### config.mk
export PLATFORM = sky130hd
export DESIGN_NAME = dequantize_int8
export DESIGN_NICKNAME = d
export VERILOG_FILES = /design/src/rtl/dequant_pkg.sv /design/src/rtl/dequant_lane.sv /design/src/rtl/dequantize_int8.sv
export SDC_FILE = /design/constraint.sdc
export NUM_CORES = 2
export LEC_CHECK = 0
export ABC_AREA = 1
export CAP_MARGIN = 0
export CORE_UTILIZATION = 33
export CTS_CLUSTER_DIAMETER = 40
export DETAILED_ROUTE_END_ITERATION = 8
export HOLD_SLACK_MARGIN = 0.12
export PLACE_DENSITY = 0.6
export SYNTH_ARGS = -nofsm -noshare
export SYNTH_HDL_FRONTEND = slang
export SYNTH_SLANG_ARGS = --single-unit
### constraint.sdc
create_clock -name clk -period 24.5 [get_ports clk]
set_clock_uncertainty 0.05 [all_clocks]
set_input_delay 2.45 -clock clk [delete_from_list [all_inputs] [get_ports clk]]
set_output_delay 2.45 -clock clk [all_outputs]
set_load 0.005 [all_outputs]
### src/rtl/dequant_pkg.sv
// dequant_pkg: shared types, reset constants and the round/saturate helper for dequantize_int8
package dequant_pkg;
    typedef logic signed [7:0]  q_int8_t;
    typedef logic signed [31:0] scale_t;

    localparam scale_t  DEFAULT_SCALE = 32'sh0001_0000;
    localparam q_int8_t DEFAULT_ZP    = '0;

    // Round half away from zero, drop frac bits, clamp to an out_w-bit signed range.
    function automatic logic signed [40:0] round_shift_sat(input logic signed [40:0] p, input int frac, input int out_w);
        logic signed [41:0] mag, r, hi, lo;
        mag = p[40] ? -42'(p) : 42'(p);
        r   = (mag + (42'sd1 <<< (frac - 1))) >>> frac;
        r   = p[40] ? -r : r;
        hi  = (42'sd1 <<< (out_w - 1)) - 42'sd1;
        lo  = -(42'sd1 <<< (out_w - 1));
        return (r > hi) ? 41'(hi) : (r < lo) ? 41'(lo) : 41'(r);
    endfunction
endpackage

### src/rtl/dequant_lane.sv
// dequant_lane: one lane of the dequantizer; subtract/multiply feeds S1, round/saturate reads S1
module dequant_lane
    import dequant_pkg::*;
#(
    parameter int FRAC_BITS = 16,
    parameter int OUT_W     = 16
) (
    input  logic signed [7:0]  x,
    input  logic signed [7:0]  zp,
    input  logic signed [31:0] scale,
    output logic signed [40:0] p,
    input  logic signed [40:0] p_q,
    output logic [OUT_W-1:0]   y
`ifdef DEQUANT_SAT_STATS_EN
    ,
    output logic               sat
`endif
);
    logic signed [8:0] d;

    assign d = 9'(x) - 9'(zp);
    assign p = 41'(d) * 41'(scale);
    assign y = OUT_W'(round_shift_sat(p_q, FRAC_BITS, OUT_W));
`ifdef DEQUANT_SAT_STATS_EN
    assign sat = round_shift_sat(p_q, FRAC_BITS, 41) != round_shift_sat(p_q, FRAC_BITS, OUT_W);
`endif
endmodule

### src/rtl/dequantize_int8.sv
// dequantize_int8: 2-stage int8 -> Q fixed-point dequantizer; DEQUANT_SAT_STATS_EN adds sat_count
module dequantize_int8
    import dequant_pkg::*;
#(
    parameter int LANES     = 4,
    parameter int FRAC_BITS = 16,
    parameter int OUT_W     = 16
) (
    input  logic                   clk,
    input  logic                   rst,
    input  logic                   cfg_we,
    input  logic [31:0]            cfg_scale,
    input  logic [7:0]             cfg_zero_point,
    output logic                   cfg_err,
    input  logic                   in_valid,
    output logic                   in_ready,
    input  logic [LANES*8-1:0]     in_data,
    input  logic                   in_last,
    output logic                   out_valid,
    input  logic                   out_ready,
    output logic [LANES*OUT_W-1:0] out_data,
    output logic                   out_last,
`ifdef DEQUANT_SAT_STATS_EN
    output logic [15:0]            sat_count,
`endif
    output logic                   busy
);
    logic                   adv, cfg_ok, s1_valid, s1_last;
    scale_t                 scale_q;
    q_int8_t                zp_q;
    logic signed [40:0]     p_d [LANES];
    logic signed [40:0]     p_q [LANES];
    logic [LANES*OUT_W-1:0] y_d;
`ifdef DEQUANT_SAT_STATS_EN
    logic [LANES-1:0]       sat_d;
    logic                   out_sat;
`endif

    assign adv      = !out_valid || out_ready;
    assign in_ready = adv;
    assign busy     = s1_valid || out_valid;
    assign cfg_ok   = cfg_we && !busy && !in_valid;

    for (genvar i = 0; i < LANES; i++) begin : g_lane
        dequant_lane #(.FRAC_BITS(FRAC_BITS), .OUT_W(OUT_W)) u_lane (
            .x    (in_data[i*8 +: 8]),
            .zp   (zp_q),
            .scale(scale_q),
            .p    (p_d[i]),
            .p_q  (p_q[i]),
            .y    (y_d[i*OUT_W +: OUT_W])
`ifdef DEQUANT_SAT_STATS_EN
            ,
            .sat  (sat_d[i])
`endif
        );
    end

    // Both stages move together on adv; last is masked by valid so bubbles never carry it.
    always_ff @(posedge clk) begin
        if (rst) begin
            s1_valid  <= 1'b0;
            s1_last   <= 1'b0;
            out_valid <= 1'b0;
            out_last  <= 1'b0;
            out_data  <= '0;
`ifdef DEQUANT_SAT_STATS_EN
            out_sat   <= 1'b0;
`endif
        end else if (adv) begin
            s1_valid  <= in_valid;
            s1_last   <= in_valid && in_last;
            p_q       <= p_d;
            out_valid <= s1_valid;
            out_last  <= s1_valid && s1_last;
            out_data  <= y_d;
`ifdef DEQUANT_SAT_STATS_EN
            out_sat   <= s1_valid && |sat_d;
`endif
        end
    end

    // Config only loads when the pipe is empty and nothing is offered; otherwise flag the reject.
    always_ff @(posedge clk) begin
        if (rst) begin
            scale_q <= DEFAULT_SCALE;
            zp_q    <= DEFAULT_ZP;
            cfg_err <= 1'b0;
        end else begin
            cfg_err <= cfg_we && !cfg_ok;
            if (cfg_ok) begin
                scale_q <= cfg_scale;
                zp_q    <= cfg_zero_point;
            end
        end
    end

`ifdef DEQUANT_SAT_STATS_EN
    // Count delivered beats with any saturated lane; sticky at all-ones, cleared by a new config.
    always_ff @(posedge clk) begin
        if (rst || cfg_ok)
            sat_count <= '0;
        else if (out_valid && out_ready && out_sat && sat_count != 16'hFFFF)
            sat_count <= sat_count + 16'd1;
    end
`endif
endmodule
=== After elaboration in Yosys (flattened, before gate mapping) ===
Index checks and enable logic that the tools add are counted.

* $add $sub $neg: 16
* Multiply operators: 4
* Magnitude comparators: 8
* Multiplexer cells: 16
* Bitwise logic cells: 1
* Reductions and logical operators: 12

{| class="wikitable"
|+ Operators by type and width
! cell !! count
|-
| $mux W42 || 8
|-
| $add A42 B17 Y42 const B || 4
|-
| $gt A42 B16 Y1 const B || 4
|-
| $lt A42 B16 Y1 const B || 4
|-
| $neg A26 Y42 || 4
|-
| $neg A41 Y42 || 4
|-
| $mul A9 B32 Y41 || 4
|-
| $mux W16 || 8
|-
| $sub A8 B8 Y9 || 4
|-
| $logic_and A1 B1 Y1 || 5
|-
| $logic_not A1 Y1 || 4
|-
| $logic_or A1 B1 Y1 || 2
|-
| $reduce_and A2 Y1 || 1
|-
| $not A1 Y1 || 1
|}

* Bits in registers: 273
* Input port bits: 78
* Logic and storage cells: 69

=== Longest topological paths before layout ===
* Depth after elaboration: 8
* Depth in mapped cells: 40
* Mapped depth without buffers: 39

=== By module ===
A second synthesis with hierarchy kept.

* Cell total of the unflattened synthesis: 7,846
* Area, all modules: 59,096.7 sq um

{| class="wikitable"
|+ Modules (own cells, without submodules)
! module !! instances !! cells an instance !! area an instance (sq um)
|-
| dequant_lane at g_lane[1].u_lane || 1 || 1,789 || 12,826.1
|-
| dequant_lane at g_lane[2].u_lane || 1 || 1,796 || 12,580.8
|-
| dequant_lane at g_lane[3].u_lane || 1 || 1,789 || 12,450.7
|-
| dequant_lane at g_lane[0].u_lane || 1 || 1,744 || 12,182.9
|-
| dequantize_int8 || 1 || 728 || 9,056.2
|}

=== Worst setup path before layout ===
OpenSTA, ideal clock, no wires.

* Kind: input port to flip-flop
* Start point: input out_ready
* End point: register out_data[15]
* Data arrival time: 10,405 ps
* Required time: 24,352 ps
* Path slack: 13,947 ps
* Stages: 4
* Path buffers: 0
* Cell sequence: nor2_1 -> nor2_1 -> inv_1 -> o21ai_0

* Longest elaborated chain between the ends: 1

{| class="wikitable"
|+ RTL lines
! element !! RTL line !! text
|-
| from (decl) || dequantize_int8.sv:20 || <nowiki>input logic out_ready,</nowiki>
|-
| $logic_or A1 B1 Y1 || dequantize_int8.sv:39 || <nowiki>assign adv = !out_valid || out_ready;</nowiki>
|-
| to (signal assigned) || dequantize_int8.sv:76 || <nowiki>out_data <= y_d;</nowiki>
|-
| to (decl) || dequantize_int8.sv:21 || <nowiki>output logic [LANES*OUT_W-1:0] out_data,</nowiki>
|}

No other way between the ends.
A chain may end at the register's enable or synchronous reset.

=== Final worst setup path ===
* Start point: input in_data[16]
* End point: register p_q[78] (netlist name), data pin

* Longest elaborated chain between the ends: 2

{| class="wikitable"
|+ RTL lines
! element !! RTL line !! text
|-
| from (decl) || dequantize_int8.sv:17 || <nowiki>input logic [LANES*8-1:0] in_data,</nowiki>
|-
| $sub A8 B8 Y9 || dequant_lane.sv:21 || <nowiki>assign d = 9'(x) - 9'(zp);</nowiki>
|-
| $mul A9 B32 Y41 || dequant_lane.sv:22 || <nowiki>assign p = 41'(d) * 41'(scale);</nowiki>
|-
| via g_lane[2].u_lane.p[37] || dequant_lane.sv:11 || <nowiki>output logic signed [40:0] p,</nowiki>
|-
| to (signal assigned) || dequantize_int8.sv:73 || <nowiki>p_q <= p_d;</nowiki>
|-
| to (decl) || dequantize_int8.sv:32 || <nowiki>logic signed [40:0] p_q [LANES];</nowiki>
|}

The timed path passes the listed nets, and every way through them passes these cells.

==> flow_metrics.py <==
metrics = {
    "routing": {
        "wl_met3_mm": 14.3,
        "routed_wirelength_mm": 174,
        "drtIter0Drc": 3367,
        "route.vias.total": 48100,
        "wire_per_inst_um": 18.2,
        "top_layer": "met5",
        "route.layer.met1.wl_mm": 72.1,
        "ant_nets": 0,
        "drt_drc_violations_left": 0,
        "route.met2.wl_mm": 81.6,
        "route.detailed.vias_per_inst": 5.02,
        "drt_pre_antenna_iters": 6,
    },
    "synth": {
        "synth_top_cell_by_area": "fa_1",
        "yosysTopAreaCellShare_pct": 32.8,
        "synthTopCellsByArea": "fa_1 33%, nand2_1 10%, edfxtp_1 8.7%, ha_1 8.3%, nor2_1 7.8%",
        "yosysSeqAreaShare_pct": 12.5,
        "synth_nets": 8693,
        "synthesis.area_per_instance_um2": 7.75,
        "synth-warning-count": 0,
        "synth.ff_latch_count": 273,
        "synth_flop_cell": "edfxtp_1",
        "cells_after_synthesis": 7311,
        "netlist_area_um2": 56600,
        "synth_async_sr_flop_share_pct": 0,
        "yosys.cell_types.count": 60,
        "synth-edff-count": 164,
    },
    "floorplan": {
        "core_area_um2": 170000,
        "die_area_um2": 173000,
        "ioPinCount": 147,
        "die-width_um": 416,
        "fp-row-count": 151,
        "die-height_um": 416,
        "initial_utilization_pct": 33.3,
    },
    "sta": {
        "hold_ws_ns": 0.405,
        "setup_viol": 0,
        "hold_viol": 0,
        "tns_ns": 0,
        "max_clock_freq_mhz": 93.4,
        "max_slew.worst_pin.slew_ns": 1.24,
        "max_slew_margin_pct": 17.0,
        "post-route-min-period_ns": 10.70,
        "timing_max_transition_violations_final": 0,
        "rsz0062_at_grt": "no",
        "min_period_over_period_pct": 43.7,
    },
    "critical_path": {
        "critPathLaunchType": "input port",
        "ff2ff_path_depth": 36,
        "timing.critical_path.slowest_stage_cell": "fa_1",
        "rrSetupSlack_ns": 15.30,
        "cp_common_cell": "inv_1",
        "worst-setup-path-type": "input port to flip-flop",
        "worst-endpoint-arrival_ns": 11.02,
        "cp.required_ns": 24.82,
        "critical_path.max_fanout": 31,
        "worst_path_dominant_cell_family": "adder cells",
        "cpPeakStageDelay_ns": 0.55,
        "rr_startpoint": "zp_q[0]$_SDFFE_PP0P_",
        "timing.critical_path.buf_inv": 9,
        "regToRegEndpoint": "p_q[78]$_DFFE_PP_",
        "endpoint_kind": "flip-flop",
    },
    "global_routing": {
        "total_congestion_overflow_after_global_routing": 0,
        "grt_pass1_vias": 49000,
        "grt_start_max_net_pins": 78,
        "grt_antenna_before_repair": 8,
        "track_usage_pct": 20.2,
        "grt_pass1_wl_mm": 275,
    },
    "clock_tree": {
        "postCtsSetupBuffers": 0,
        "cts.path.max_buffers": 3,
        "cts_hold_buf": 0,
        "postCtsResizedCells": 0,
        "number_of_buffers_created_by_cts": 50,
        "tritoncts": "yes",
        "clock_latency_ns": 0.67,
        "clk_root_buffer_cell": "clkbuf_16",
        "cts.sinks": 273,
        "cts.clk_slew.worst_paths_ns": 0.05,
        "cts_htree_levels": 2,
    },
    "pwr": {
        "power.density_cell_area_nw_per_um2": 116,
        "power_leakage_nw": 30.6,
        "totalPowerFinal_mw": 7.26,
        "power.ir.vdd_worst_uv": 73.1,
    },
    "finish": {
        "final_layout_size_suffix_gt1_share_pct": 8.37,
        "postLayoutCellArea_um2": 62300,
        "design.final.nets": 8698,
        "layout.cells.non_filler": 9582,
        "area_growth_pct": 10.0,
    },
    "run_status": {
        "run_status": "complete, no violations",
    },
    "hold_path": {
        "hp-start": "out_data[47]$_SDFFE_PP0N_",
        "timing.hold.worst_path_depth": 2,
        "kind_of_path_behind_the_tightest_hold_check": "flip-flop to flip-flop",
        "whs_endpoint": "out_data[47]$_SDFFE_PP0N_",
    },
    "placed_design": {
        "placed_area_um2": 60600,
        "gpl.final_weighted_congestion": 0.915,
        "detailedPlacementHpwl_mm": 138,
        "placement.io_buffers": 146,
        "dpl.cell_count": 9482,
    },
    "flow_run": {
        "maxCapViolCount": 0,
    },
}
==> logic make-up after synthesis <==
family,after synthesis,synth area share (%)
buffers and inverters,1335,9.10
xor gates and xnor gates,246,3.80
and+or+nand+nor,3515,26.9
adders and majority gates,1304,41.1
AOI/OAI and AO/OA,638,6.54
DFF,273,12.5
==> area by class of cell <==
type	count	area, µm²
timing repair buffer	249	2230
inverter	1039	3900
sequential	273	7110
clock buffer	59	1380
tap	2218	2780
clock inverter	33	350
antenna	8	20.0
multi-input combinational	5703	44600
fill	17600	108000
==> synthesized netlist by cell type, types with 9 or more instances <==
| cell | n |
|---|---|
| o21ai_1 | 16 |
| edfxtp_1 | 164 |
| a21o_1 | 9 |
| fa_1 | 928 |
| buf_1 | 17 |
| nand2_1 | 1549 |
| nand2_2 | 137 |
| nand4_1 | 73 |
| a31oi_1 | 14 |
| nand3_1 | 304 |
| ha_1 | 376 |
| inv_2 | 20 |
| a21oi_2 | 40 |
| nand2_4 | 15 |
| o31ai_1 | 10 |
| o211ai_1 | 9 |
| nor2_1 | 1183 |
| a21oi_1 | 245 |
| nand3_2 | 27 |
| buf_2 | 12 |
| and2_1 | 11 |
| o21ai_0 | 224 |
| clkbuf_1 | 249 |
| xnor2_1 | 97 |
| nor2_2 | 82 |
| inv_1 | 1015 |
| buf_6 | 9 |
| nand3b_1 | 38 |
| dfxtp_1 | 109 |
| o21bai_1 | 19 |
| nor3_1 | 27 |
| xor2_1 | 149 |
| nor2_4 | 40 |
| or2_2 | 14 |
==> per-layer routing <==
metal,up-vias,GRT usage [%]
li1,22600,-
met1,23700,25.4
met2,1516,33.4
met3,328,5.23
met4,6,7.06
met5,-,0
==> flip-flops by register name (all words and copies together), names as in the netlist <==
| name | count |
|---|---|
| cfg_err | 1 |
| out_data | 64 |
| out_last | 1 |
| out_valid | 1 |
| p_q | 164 |
| s1_last | 1 |
| s1_valid | 1 |
| scale_q | 32 |
| zp_q | 8 |
==> worst reg2reg max path: cells and delay by family, from the launching register on <==
kind,cells,cell delay [ns]
AND/OR/NAND/NOR,5,0.42
flip-flops,1,0.61
buffers and inverters,7,0.85
AO/OA/AOI/OAI,15,3.11
XOR/XNOR,1,0.14
adder cells (fa/ha/maj),8,3.67
==> per-stage QoR <==
stage | setup slack, ns | util [%]
after CTS | 13.86 | 36.7
after global placement | 13.27 | 35.7
final | 13.80 | 36.7
after floorplan | 13.95 | -
after global routing | 13.13 | 36.7
after detailed placement | 13.19 | 35.7
==> report_power, final <==
part	leakage, nW	total, mW	switching [mW]	internal [mW]
combinational	27.2	5.56	3.53	2.03
sequential	2.52	0.991	0.158	0.833
clock	0.839	0.708	0.275	0.433
total	30.6	7.26	3.96	3.30
==> worst max-delay path by stage <==
stage | from | endpoint | slack (ns) | cells past startpoint
after floorplan | out_ready | out_data[15]$_SDFFE_PP0N_ | 13.95 | 4
after global placement | in_data[16] | p_q[78]$_DFFE_PP_ | 13.27 | 38
after detailed placement | in_data[24] | p_q[37]$_DFFE_PP_ | 13.19 | 35
after CTS | in_data[16] | p_q[78]$_DFFE_PP_ | 13.86 | 38
after global routing | in_data[24] | p_q[37]$_DFFE_PP_ | 13.13 | 35
final | in_data[16] | p_q[78]$_DFFE_PP_ | 13.80 | 38
==> cells in the final DEF, fill, tap and decap left out, types with 26 or more instances in the layout <==
master           count
nand2_1           1549
nor2_1            1181
inv_1             1009
fa_1               928
ha_1               376
nand3_1            304
a21oi_1            245
o21ai_0            224
edfxtp_1           164
clkdlybuf4s50_1    146
nand2_2            137
xor2_1             133
dfxtp_1            109
buf_4              103
xnor2_1             94
nor2_2              82
nand4_1             73
clkbuf_16           54
nor2_4              42
a21oi_2             40
nand3b_1            38
nand3_2             27
nor3_1              26
No activity file was read; power rests on OpenSTA's default activity.
